===== src/rtl/gate_bist_pkg.sv =====
// Shared types and constants for the and/or/not gate-cell BIST engine.
package gate_bist_pkg;

  typedef enum logic [1:0] {
    IDLE,
    RUN,
    DONE
  } state_t;

  localparam int unsigned VEC_W    = 3;
  localparam int unsigned NUM_VECS = 8;

endpackage


===== src/rtl/gate_golden_model.sv =====
// Golden response of the gate cell: {a,b,c} -> {t2,t1,t0} = {~c, a|b, a&b}.
module gate_golden_model (
  input  logic       a,
  input  logic       b,
  input  logic       c,
  output logic [2:0] expected
);

  always_comb begin
    expected = {~c, a | b, a & b};
  end

endmodule


===== src/rtl/gate_bist.sv =====
// BIST engine: sweeps all {a,b,c} vectors into the gate cell and counts response mismatches.
// Optional first-failure log ports are built when GATE_BIST_ERR_LOG_EN is defined.
module gate_bist
  import gate_bist_pkg::*;
#(
  parameter int unsigned HOLD_CYCLES = 2,
  parameter int unsigned NUM_PASSES  = 1,
  parameter int unsigned ERR_W       = 4
) (
  input  logic             clk,
  input  logic             rst_n,
  input  logic             start,
  output logic             stim_a,
  output logic             stim_b,
  output logic             stim_c,
  input  logic             resp_t0,
  input  logic             resp_t1,
  input  logic             resp_t2,
  output logic             busy,
  output logic             done,
  output logic             pass,
  output logic [ERR_W-1:0] err_count
`ifdef GATE_BIST_ERR_LOG_EN
  ,
  output logic [2:0]       first_fail_vec,
  output logic [2:0]       first_fail_resp
`endif
);

  localparam int unsigned HW = (HOLD_CYCLES > 1) ? $clog2(HOLD_CYCLES) : 1;
  localparam int unsigned PW = (NUM_PASSES > 1) ? $clog2(NUM_PASSES) : 1;
  localparam logic [HW-1:0]    HOLD_LAST = HW'(HOLD_CYCLES - 1);
  localparam logic [PW-1:0]    PASS_LAST = PW'(NUM_PASSES - 1);
  localparam logic [VEC_W-1:0] VEC_LAST  = VEC_W'(NUM_VECS - 1);
  localparam logic [ERR_W-1:0] ERR_MAX   = '1;

  state_t           state;
  logic [VEC_W-1:0] vec;
  logic [VEC_W-1:0] vec_next;
  logic [HW-1:0]    hold_cnt;
  logic [PW-1:0]    pass_cnt;
  logic [2:0]       expected;
  logic [2:0]       resp;
  logic             sample;
  logic             mismatch;
  logic [ERR_W-1:0] err_next;

  gate_golden_model u_golden (
    .a        (vec[2]),
    .b        (vec[1]),
    .c        (vec[0]),
    .expected (expected)
  );

  always_comb begin
    resp     = {resp_t2, resp_t1, resp_t0};
    sample   = (hold_cnt == HOLD_LAST);
    mismatch = (resp != expected);
    vec_next = vec + VEC_W'(1);
    err_next = err_count;
    if (sample && mismatch && (err_count != ERR_MAX)) begin
      err_next = err_count + ERR_W'(1);
    end
  end

  always_ff @(posedge clk) begin
    if (!rst_n) begin
      state     <= IDLE;
      vec       <= '0;
      hold_cnt  <= '0;
      pass_cnt  <= '0;
      stim_a    <= 1'b0;
      stim_b    <= 1'b0;
      stim_c    <= 1'b0;
      busy      <= 1'b0;
      done      <= 1'b0;
      pass      <= 1'b0;
      err_count <= '0;
`ifdef GATE_BIST_ERR_LOG_EN
      first_fail_vec  <= '0;
      first_fail_resp <= '0;
`endif
    end else begin
      done <= 1'b0;
      case (state)
        IDLE: begin
          if (start) begin
            state     <= RUN;
            busy      <= 1'b1;
            err_count <= '0;
            pass      <= 1'b0;
            vec       <= '0;
            hold_cnt  <= '0;
            pass_cnt  <= '0;
            {stim_a, stim_b, stim_c} <= '0;
`ifdef GATE_BIST_ERR_LOG_EN
            first_fail_vec  <= '0;
            first_fail_resp <= '0;
`endif
          end
        end
        RUN: begin
          err_count <= err_next;
`ifdef GATE_BIST_ERR_LOG_EN
          // A zero count before this sample means no earlier mismatch in the run.
          if (sample && mismatch && (err_count == '0)) begin
            first_fail_vec  <= vec;
            first_fail_resp <= resp;
          end
`endif
          if (sample) begin
            hold_cnt <= '0;
            if ((vec == VEC_LAST) && (pass_cnt == PASS_LAST)) begin
              state <= DONE;
              busy  <= 1'b0;
              done  <= 1'b1;
              pass  <= (err_next == '0);
              vec   <= '0;
              {stim_a, stim_b, stim_c} <= '0;
            end else begin
              if (vec == VEC_LAST) begin
                pass_cnt <= pass_cnt + PW'(1);
              end
              vec <= vec_next;
              {stim_a, stim_b, stim_c} <= vec_next;
            end
          end else begin
            hold_cnt <= hold_cnt + HW'(1);
          end
        end
        DONE: begin
          state <= IDLE;
        end
        default: begin
          state <= IDLE;
        end
      endcase
    end
  end

endmodule


===== config.mk =====
export PLATFORM = sky130hd
export DESIGN_NAME = gate_bist
export DESIGN_NICKNAME = d
export VERILOG_FILES = /design/src/rtl/gate_bist_pkg.sv /design/src/rtl/gate_golden_model.sv /design/src/rtl/gate_bist.sv
export SDC_FILE = /design/constraint.sdc
export NUM_CORES = 1
export LEC_CHECK = 0
export ABC_AREA = 0
export CAP_MARGIN = 20
export CORE_UTILIZATION = 40
export DETAILED_ROUTE_END_ITERATION = 8
export PLACE_DENSITY = 0.65
export SYNTH_ARGS = -nofsm -noshare
export SYNTH_HDL_FRONTEND = slang
export SYNTH_SLANG_ARGS = --single-unit

===== constraint.sdc =====
create_clock -name clk -period 1.9 [get_ports clk]
set_input_delay 0.285 -clock clk [delete_from_list [all_inputs] [get_ports clk]]
set_output_delay 0.285 -clock clk [all_outputs]
set_load 0.1 [all_outputs]

==> summary.txt, run 1 <==
Critical path
  – Crit. End Element: flop
  – Crit Path Class: in2reg
  – Data arrival, critical path: 1990 ps
  – Crit-path leading delay family: compound AO/OA/AOI/OAI gates
  – Critical path fanouts, max: 4
  – Critical path cell sequence: clkdlybuf4s50_1 -> or4bb_1 -> o211ai_2 -> a21oi_1 -> xnor2_1 -> o32ai_1
  – Crit-path max cell delay: 490 ps
  – Cell with the largest stage delay on the worst path: clkdlybuf4s50_1
  – Worst path buffer plus inverter count: 1
  – Startpoint types: input pin
  – Reg-to-reg setup timing slack: 210 ps
  – Req. time, crit path: 2080 ps

Power and ir drop
  – Worst ir drop on vdd: 0.000506 V
  – Pwr dens: 684 mW/mm^2
  – Lkg Pwr: 0.394 nW
  – Total power: 649 uW

Layout
  – Final Net Count: 113
  – Area growth syn-to-layout: 26.8%
  – Non-filler instance count after layout: 128
  – Fin util: 0.543
  – Diode count: 0
  – Share of cells above drive strength 1: 0.243
  – Post-route cell area: 948 um^2

Floorplanning
  – # IOs: 16
  – Die width: 45.3 um
  – Core box area: 0.00175 mm^2
  – # rows: 15
  – Die Area: 0.00205 mm^2
  – Die height: 45.3 um
  – Initial Util: 0.429

Timing
  – Layout Skew: 6.59 ps
  – Slew HR: 0.724
  – Final period utilization: 0.951
  – Hold slack: 490 ps
  – Final worst slack: 93.3 ps
  – Final setup fails: 0
  – Fmax: 0.553 GHz
  – Final hold violation count: 0
  – Setup TNS: 0 ps
  – RSZ-0062 raised after global routing: no
  – Min cycle time layout: 1810 ps
  – Final Max Slew Viols: 0
  – Worst Max-Slew Pin Slew: 413 ps

Clocking
  – Sink Count: 14
  – Clk_lat worst skew: 280 ps
  – Number of setup buffers added after CTS: 0
  – H-tree depth: 1
  – Clock root cell: clkbuf_4
  – CTS tree: done
  – CTS clk-pin slew, worst paths: 90 ps
  – Post-CTS Hold Buffers: 0
  – CTS max path bufs: 2
  – Resize count post-CTS: 0
  – CTS buffer count: 3

Logic synthesis
  – Most common cell in the netlist: dfxtp_1
  – Post-synthesis xor/xnor area fraction: 0.0351
  – Post-Synthesis Mean Instance Area: 8.80 um^2
  – Largest family of logic cells by synthesized area: simple AND/OR/NAND/NOR gates
  – Synth Area in Compound Gates: 0.226
  – Async SR Flop Fraction: 0
  – Top cells by area, synth: dfxtp_1 (37%), ha_1 (5.0%), nand2_1 (5.0%)
  – EDFF count, synth: 0
  – Top_reg_cell synth: dfxtp_1
  – Top cells by count, synth: dfxtp_1 (14), nand2_1 (10), nor2_1 (7)
  – Share of the synthesized area in the top cell type: 0.375
  – Post-synthesis simple-gate area fraction: 0.268
  – Unique masters post-synth: 37
  – Post-synthesis mux area share: 0.0268
  – Synth Net Count: 94
  – Synth Register Bits: 14
  – Cell taking the most area after synthesis: dfxtp_1
  – Mapped Cells: 85
  – Fraction of the mapped netlist area in adder cells: 0.0502
  – Seq/Total Area, Yosys: 0.375
  – Post-synthesis cell area: 748 um^2
  – Ys Warns: 0

Job
  – # Max-Cap Violations: 0

Detailed routing
  – Via density: 5.62
  – Via count: 719
  – Routed wl met3: 67 um
  – Drt total wl: 1.70 mm
  – Top Layer Used: met4
  – WL met2: 785 um
  – Mean routed wirelength per cell: 13.2 um
  – Post-route antenna net violation count: 0
  – DR iter-0 viols: 4
  – Met1 wire length: 819 um
  – DRC viols: 0
  – Drt pass-1 iters: 4

GRT
  – Total GRT Usage: 0.193
  – Pin count of the biggest net entering global routing: 12
  – Initial antenna violation count: 0
  – Number of global-route vias before repair: 651
  – First-pass GRT wire length: 2.80 mm
  – GRT overflow: 0

Placed design
  – RD Place Congestion: 0.803
  – PortBufs: 15
  – Pre-CTS setup slack: -194 ps
  – HPWL Detailed: 1.27 mm
  – Placed insts: 124
  – Placed inst area: 912 um^2

Min path
  – Hold crit path type: reg2reg

Status
  – Status: complete, no violations
## registers in the layout (all words and copies together), names as in the netlist
name       flops
stim_b         1
state          2
err_count      4
vec            1
pass           1
stim_c         1
pass_cnt       1
done           1
hold_cnt       1
busy           1
## metal layers
layer | vias up | global-route usage
li1 | 352 | -
met1 | 350 | 0.254
met2 | 13 | 0.296
met3 | 4 | 0.0360
met4 | 0 | 0.103
met5 | - | 0
## path summary, 6_finish.rpt
kind | startpoint | end | cells past startpoint
setup / recovery | resp_t1 | err_count[3] | 6
hold / removal | pass_cnt | pass_cnt | 1
hold reg to reg | pass_cnt | pass_cnt | 1
setup reg to reg | stim_b | err_count[3] | 5
## placed cells by master, fill, tap and decap left out, types with 2 or more instances in the layout
| cell type | n |
|---|---|
| a211oi_1 | 2 |
| a21oi_1 | 6 |
| and3_1 | 2 |
| and4_1 | 3 |
| buf_4 | 11 |
| clkbuf_4 | 3 |
| clkdlybuf4s50_1 | 5 |
| dfxtp_1 | 8 |
| dfxtp_2 | 6 |
| ha_1 | 3 |
| inv_1 | 2 |
| mux2i_1 | 2 |
| nand2_1 | 10 |
| nand2b_1 | 2 |
| nand3_1 | 3 |
| nor2_1 | 7 |
| nor2b_1 | 3 |
| o21ai_1 | 2 |
| xor2_1 | 2 |
## worst register-to-register path: stages (launching register included)
cell and delay, ps:
dfxtp_2 350, or4_4 530, o211ai_2 130, a21oi_1 140, xnor2_1 150, o32ai_1 280
## kinds of logic after synthesis
group           count (synthesis)
simple gates                   36
compound gates                 23
flops                          14
buf+inv                         4
xor+xnor                        3
fa+ha+maj                       3
mux                             2
## power breakdown
group	internal [mW]	total [mW]	switching, mW
registers	0.302	0.315	0.0135
clock network	0.117	0.218	0.101
logic	0.0389	0.116	0.0771
## area by class of cell
class	instances	area (um^2)
clock buffer	4	36.3
fill	180	797
inverter	2	7.51
multi-input combinational	67	453
sequential	14	288
tap	25	31.3
timing repair buffer	16	133
No activity file was read; power rests on OpenSTA's default activity.
==> inputs of run 2 (changes only) <==
- CAP_MARGIN: 20 -> default
- CORE_UTILIZATION: 40 -> 48
- PLACE_DENSITY: 0.65 -> 0.76
==> summary.txt, run 2 (synthesis results as in run 1) <==
Status
  – Status: complete, no violations

Critical path
  – Cells on worst reg2reg path: 5
  – Reg-to-reg setup timing slack: 200 ps
  – Crit-path max cell delay: 540 ps
  – Critical path cell sequence: clkdlybuf4s50_1 -> or4bb_4 -> o211ai_4 -> a21oi_4 -> a21o_1 -> a311oi_2
  – Data arrival, critical path: 1980 ps
  – Cell with the largest stage delay on the worst path: or4bb_4
  – Crit. End Element: flop
  – FF-to-FF Start: stim_b
  – Startpoint types: input pin
  – Req. time, crit path: 2090 ps
  – Critical path fanouts, max: 6
  – Reg2reg end: err_count[2]
  – Crit-path leading delay family: compound AO/OA/AOI/OAI gates
  – Worst path buffer plus inverter count: 1
  – Crit Path Class: in2reg

Detailed routing
  – Via density: 5.95
  – DR iter-0 viols: 25
  – Post-route antenna net violation count: 0
  – Drt total wl: 1.60 mm
  – DRC viols: 0
  – Via count: 702
  – Mean routed wirelength per cell: 13.5 um
  – Drt pass-1 iters: 4

Timing
  – Final worst slack: 108 ps
  – Final setup fails: 0
  – Worst Max-Slew Pin Slew: 395 ps
  – Layout Skew: 4.50 ps
  – Hold slack: 494 ps
  – Final period utilization: 0.943
  – RSZ-0062 raised after global routing: no
  – Slew HR: 0.736
  – Final Max Slew Viols: 0
  – Setup TNS: 0 ps
  – Fmax: 0.558 GHz
  – Min cycle time layout: 1790 ps
  – Final hold violation count: 0

Min path
  – Hold crit path type: reg2reg
  – Hold Startpoint: busy
  – WHS Path Cells: 2
  – Hold EP: busy

Placed design
  – PortBufs: 15
  – Pre-CTS setup slack: -223 ps
  – Placed inst area: 907 um^2
  – RD Place Congestion: 0.752
  – Placed insts: 115
  – HPWL Detailed: 1.16 mm

Layout
  – Most common cell after layout, fill and taps aside: buf_4
  – Final Net Count: 114
  – Max FFs per register: 4
  – Post-route cell area: 951 um^2
  – Fin util: 0.688
  – Diode count: 0
  – Biggest regs: err_count (4), state (2)
  – Commonest cells after routing, fill and taps aside: buf_4 (12), nand2_1 (10), dfxtp_1 (8), nor2_1 (7)
  – Share of cells above drive strength 1: 0.262
  – # fillers: 124
  – Non-filler instance count after layout: 118
  – Area growth syn-to-layout: 27.1%
  – Largest register by flop count: err_count

Floorplanning
  – Die Area: 0.00172 mm^2
  – # IOs: 16
  – Initial Util: 0.541
  – Core box area: 0.00138 mm^2
  – Die width: 41.5 um
  – Die height: 41.5 um
  – # rows: 13

Power and ir drop
  – Worst ir drop on vdd: 0.000398 V
  – Lkg Pwr: 0.406 nW
  – Part of the power in combinational logic: 0.203
  – Switching share of power: 0.311
  – Seq pwr share: 0.516
  – Sw power: 188 uW
  – Pwr dens: 637 mW/mm^2
  – Clk network pwr share: 0.281
  – Int Power: 417 uW
  – Total power: 606 uW

GRT
  – Number of global-route vias before repair: 626
  – Most crowded layer after global routing: met1
  – Met3 Use GR: 0.0435
  – First-pass GRT wire length: 2.76 mm
  – GRT overflow: 0
  – M1 GR Usage: 0.307
  – Total GRT Usage: 0.202
  – Pin count of the biggest net entering global routing: 10
  – Initial antenna violation count: 0
  – Met2 GRT Util: 0.275

Clocking
  – CTS max path bufs: 2
  – Number of setup buffers added after CTS: 0
  – Resize count post-CTS: 0
  – Clock root cell: clkbuf_4
  – Post-CTS Hold Buffers: 0
  – Sink Count: 14
  – H-tree depth: 1
  – Clk_lat worst skew: 280 ps
  – CTS buffer count: 3
  – CTS clk-pin slew, worst paths: 90 ps
  – CTS tree: done

Job
  – # Max-Cap Violations: 0
run 2: cell types whose count changed in the layout (fill, tap and decap cells not counted), sizes merged:
cell,before,now
dlymetal6s2s,0,1
buf,11,12
clkdlybuf4s50,5,4
clkbuf,4,3
run 2: area by class of cell:
| class | count | area (um^2) | share of cell area |
|---|---|---|---|
| tap | 15 | 18.8 | 0.0197 |
| timing repair buffer | 17 | 143 | 0.150 |
| inverter | 2 | 7.51 | 0.00789 |
| sequential | 14 | 288 | 0.303 |
| multi-input combinational | 67 | 472 | 0.496 |
| clock buffer | 3 | 22.5 | 0.0237 |
run 2: worst max-delay path by stage:
stage	end	from	cells past startpoint	slack [ps]
after floorplan	err_count[2]	err_count[3]	5	9
after global routing	err_count[2]	resp_t0	6	50
after detailed placement	err_count[2]	resp_t1	6	-220
final	err_count[2]	resp_t0	6	110
after global placement	err_count[2]	resp_t1	6	-150
after CTS	err_count[2]	resp_t1	6	60
run 2: routing by layer:
layer	up-vias	wire, um	part of all wire
li1	353	-	-
met1	324	839	0.53
met2	21	669	0.42
met3	4	66	0.041
met4	0	23	0.014
met5	-	0	0
run 2: power groups by stage:
| stage | registers, mW | clock network, mW | logic (mW) |
|---|---|---|---|
| floorplan | 0.349 | 0 | 0.0551 |
| global placement | 0.319 | 0 | 0.119 |
| detailed placement | 0.319 | 0 | 0.120 |
| CTS | 0.312 | 0.171 | 0.121 |
| global route | 0.314 | 0.186 | 0.133 |
| finish | 0.312 | 0.170 | 0.123 |
run 2: worst min-delay path, delay by kind of cell (launching register included):
kind | cells | cell delay, ps
compound gates | 2 | 130
flops | 1 | 320
==> patch (config.mk and constraints of run 1) <==
Change the parameter `HOLD_CYCLES` from 2 to 1.
--- a/src/rtl/gate_bist.sv
+++ b/src/rtl/gate_bist.sv
@@ -4,5 +4,5 @@
   import gate_bist_pkg::*;
 #(
-  parameter int unsigned HOLD_CYCLES = 2,
+  parameter int unsigned HOLD_CYCLES = 1,
   parameter int unsigned NUM_PASSES  = 1,
   parameter int unsigned ERR_W       = 4
Formal check against the unedited RTL: not equivalent (a bounded check fails within 4 cycles, from zero or initial values and one cycle with rst_n low).
==> patch against run 1 <==
  * The run now ends with design-rule violations left
  * Area after synthesis is 7.2% lower
  * Power decreased by 8.7%
  * Worst setup slack improved by 120 ps
  * Combinational power up 17%
  * Count of clock-buffer cells in the layout did not move
  * Design area shrank 3.2%
  * Hold slack worse by 47 ps
  * Largest cell class unchanged
  * Via count is 6.8% lower
  * Clock power shrank 24%
  * Sequential cell count shrank 1
  * Synthesized cell count is 4.7% lower
  * Wire length is 6.7% lower
  * Critical path depth rose by 1
==> patch: results (changes against run 1) <==
Post CTS Setup Buffer Count - 0 (unchanged)
Pre-Repair DR Iteration Count - 6 (was 4)
GPL Wtd Cong - 0.750 (was 0.803)
Hold Slack - 443 ps (was 490 ps)
Max-Cap Viols - 0 (unchanged)
Leakage power - 0.000376 uW (was 0.000394 uW)
Nets - 114 (was 113)
Post-DP HPWL - 1200 um (was 1270 um)
Largest regs - err_count x4, state x2, vec x2 (was err_count x4, state x2)
Sequential area share after synthesis - 37.5% (about the same)
Largest net degree at the start of global routing - 15 (was 12)
Status - finished, violations left (was finished clean)
GRT Total Usage - 19.1% (was 19.3%)
Worst VDD drop - 460 uV (was 506 uV)
Post-Syn Instances - 81 (was 85)
Total number of vias - 670 (was 719)
Area contributors post-synth - dfxtp_1 37%, nand2_1 5.9%, ha_1 5.4%, a21oi_1 5.0%, nor2_1 3.2% (was dfxtp_1 37%, ha_1 5.0%, nand2_1 5.0%, a21oi_1 4.0%, nor2_1 3.5%)
Failing checks - design-rule violations
Reg2reg setup slack - 210 ps (about the same)
Post-cts resize count - 0 (unchanged)
DRC violations left - 3 (was 0)
DR iter-0 viols - 20 (was 4)
Placed insts - 116 (was 124)
WL final - 1580 um (was 1700 um)
Global-route wire length before repair - 2740 um (was 2800 um)
Worst-path cell with the longest stage delay - dfxtp_4 (was clkdlybuf4s50_1)
Critical Path AT - 1850 ps (was 1990 ps)
Synth top cells by count - 13 x dfxtp_1, 11 x nand2_1, 7 x a21oi_1, 6 x nor2_1 (was 14 x dfxtp_1, 10 x nand2_1, 7 x nor2_1, 6 x a21oi_1)
Number of library cell types mapped by synthesis - 34 (was 37)
Final Skew - 4.19 ps (was 6.59 ps)
Via density - 5.58 (was 5.62)
Syn_nets - 90 (was 94)
Vias in the first global route - 610 (was 651)
Worst setup path class - reg -> reg (was in -> reg)
patch: changes by cell type after synthesis, moves of 2 or more:
cell and delta:
nor3_1 +2, a211oi_1 -2, o22ai_1 +2, and4_1 -3
and2_1 +2, nand3_1 -2
patch: cells by family after synthesis:
| group | Yosys count | synth area share, % |
|---|---|---|
| xor+xnor | 2 | 2.52 |
| mux | 1 | 1.44 |
| fa+ha+maj | 3 | 5.41 |
| compound gates | 22 | 23.4 |
| flops | 13 | 37.5 |
| buf+inv | 4 | 2.16 |
| simple gates | 36 | 27.6 |
patch: path summary, 6_finish.rpt:
| path | endpoint | cells past startpoint |
|---|---|---|
| setup / recovery | pass | 7 |
| hold / removal | pass_cnt | 2 |
| setup reg to reg | pass | 7 |
| hold reg to reg | pass_cnt | 2 |
patch: metal layers:
layer	part of all wire (%)	global-route usage, %	vias up	routed length [um]
li1	-	-	344	-
met1	49	25.2	301	773
met2	44	31.0	23	700
met3	6.0	2.92	2	95
met4	0.82	7.50	0	13
met5	0	0	-	0
patch: area by class of cell:
type                            count  area, um2
Fill cell                         152        641
Tap cell                           16       20.0
Inverter                            3       11.3
Timing Repair Buffer               20        163
Sequential cell                    13        279
Multi-Input combinational cell     64        419
Clock buffer                        4       26.3
patch: worst max-delay path, delay by kind of cell (launching register included):
family	cells	cell delay, ps
fa+ha+maj	2	310
buf+inv	1	50
flops	1	380
compound gates	1	360
simple gates	3	490
patch: where the power goes:
part           internal, uW  switching [uW]
Sequential              278            12.0
Clock                  81.1            85.4
Combinational          47.8            88.0
patch: metrics by stage:
stage / cell area, um2 / total power (uW) / utilization, % / setup slack, ps
detailed placement: 892 / 433 / 57.2 / -16.7
global placement: 892 / 431 / 57.2 / 9.34
finish: 918 / 592 / 58.9 / 210
global route: 918 / 626 / 58.9 / 81.9
CTS: 918 / 601 / 58.9 / 210
floorplan: 713 / 389 / - / 93.3
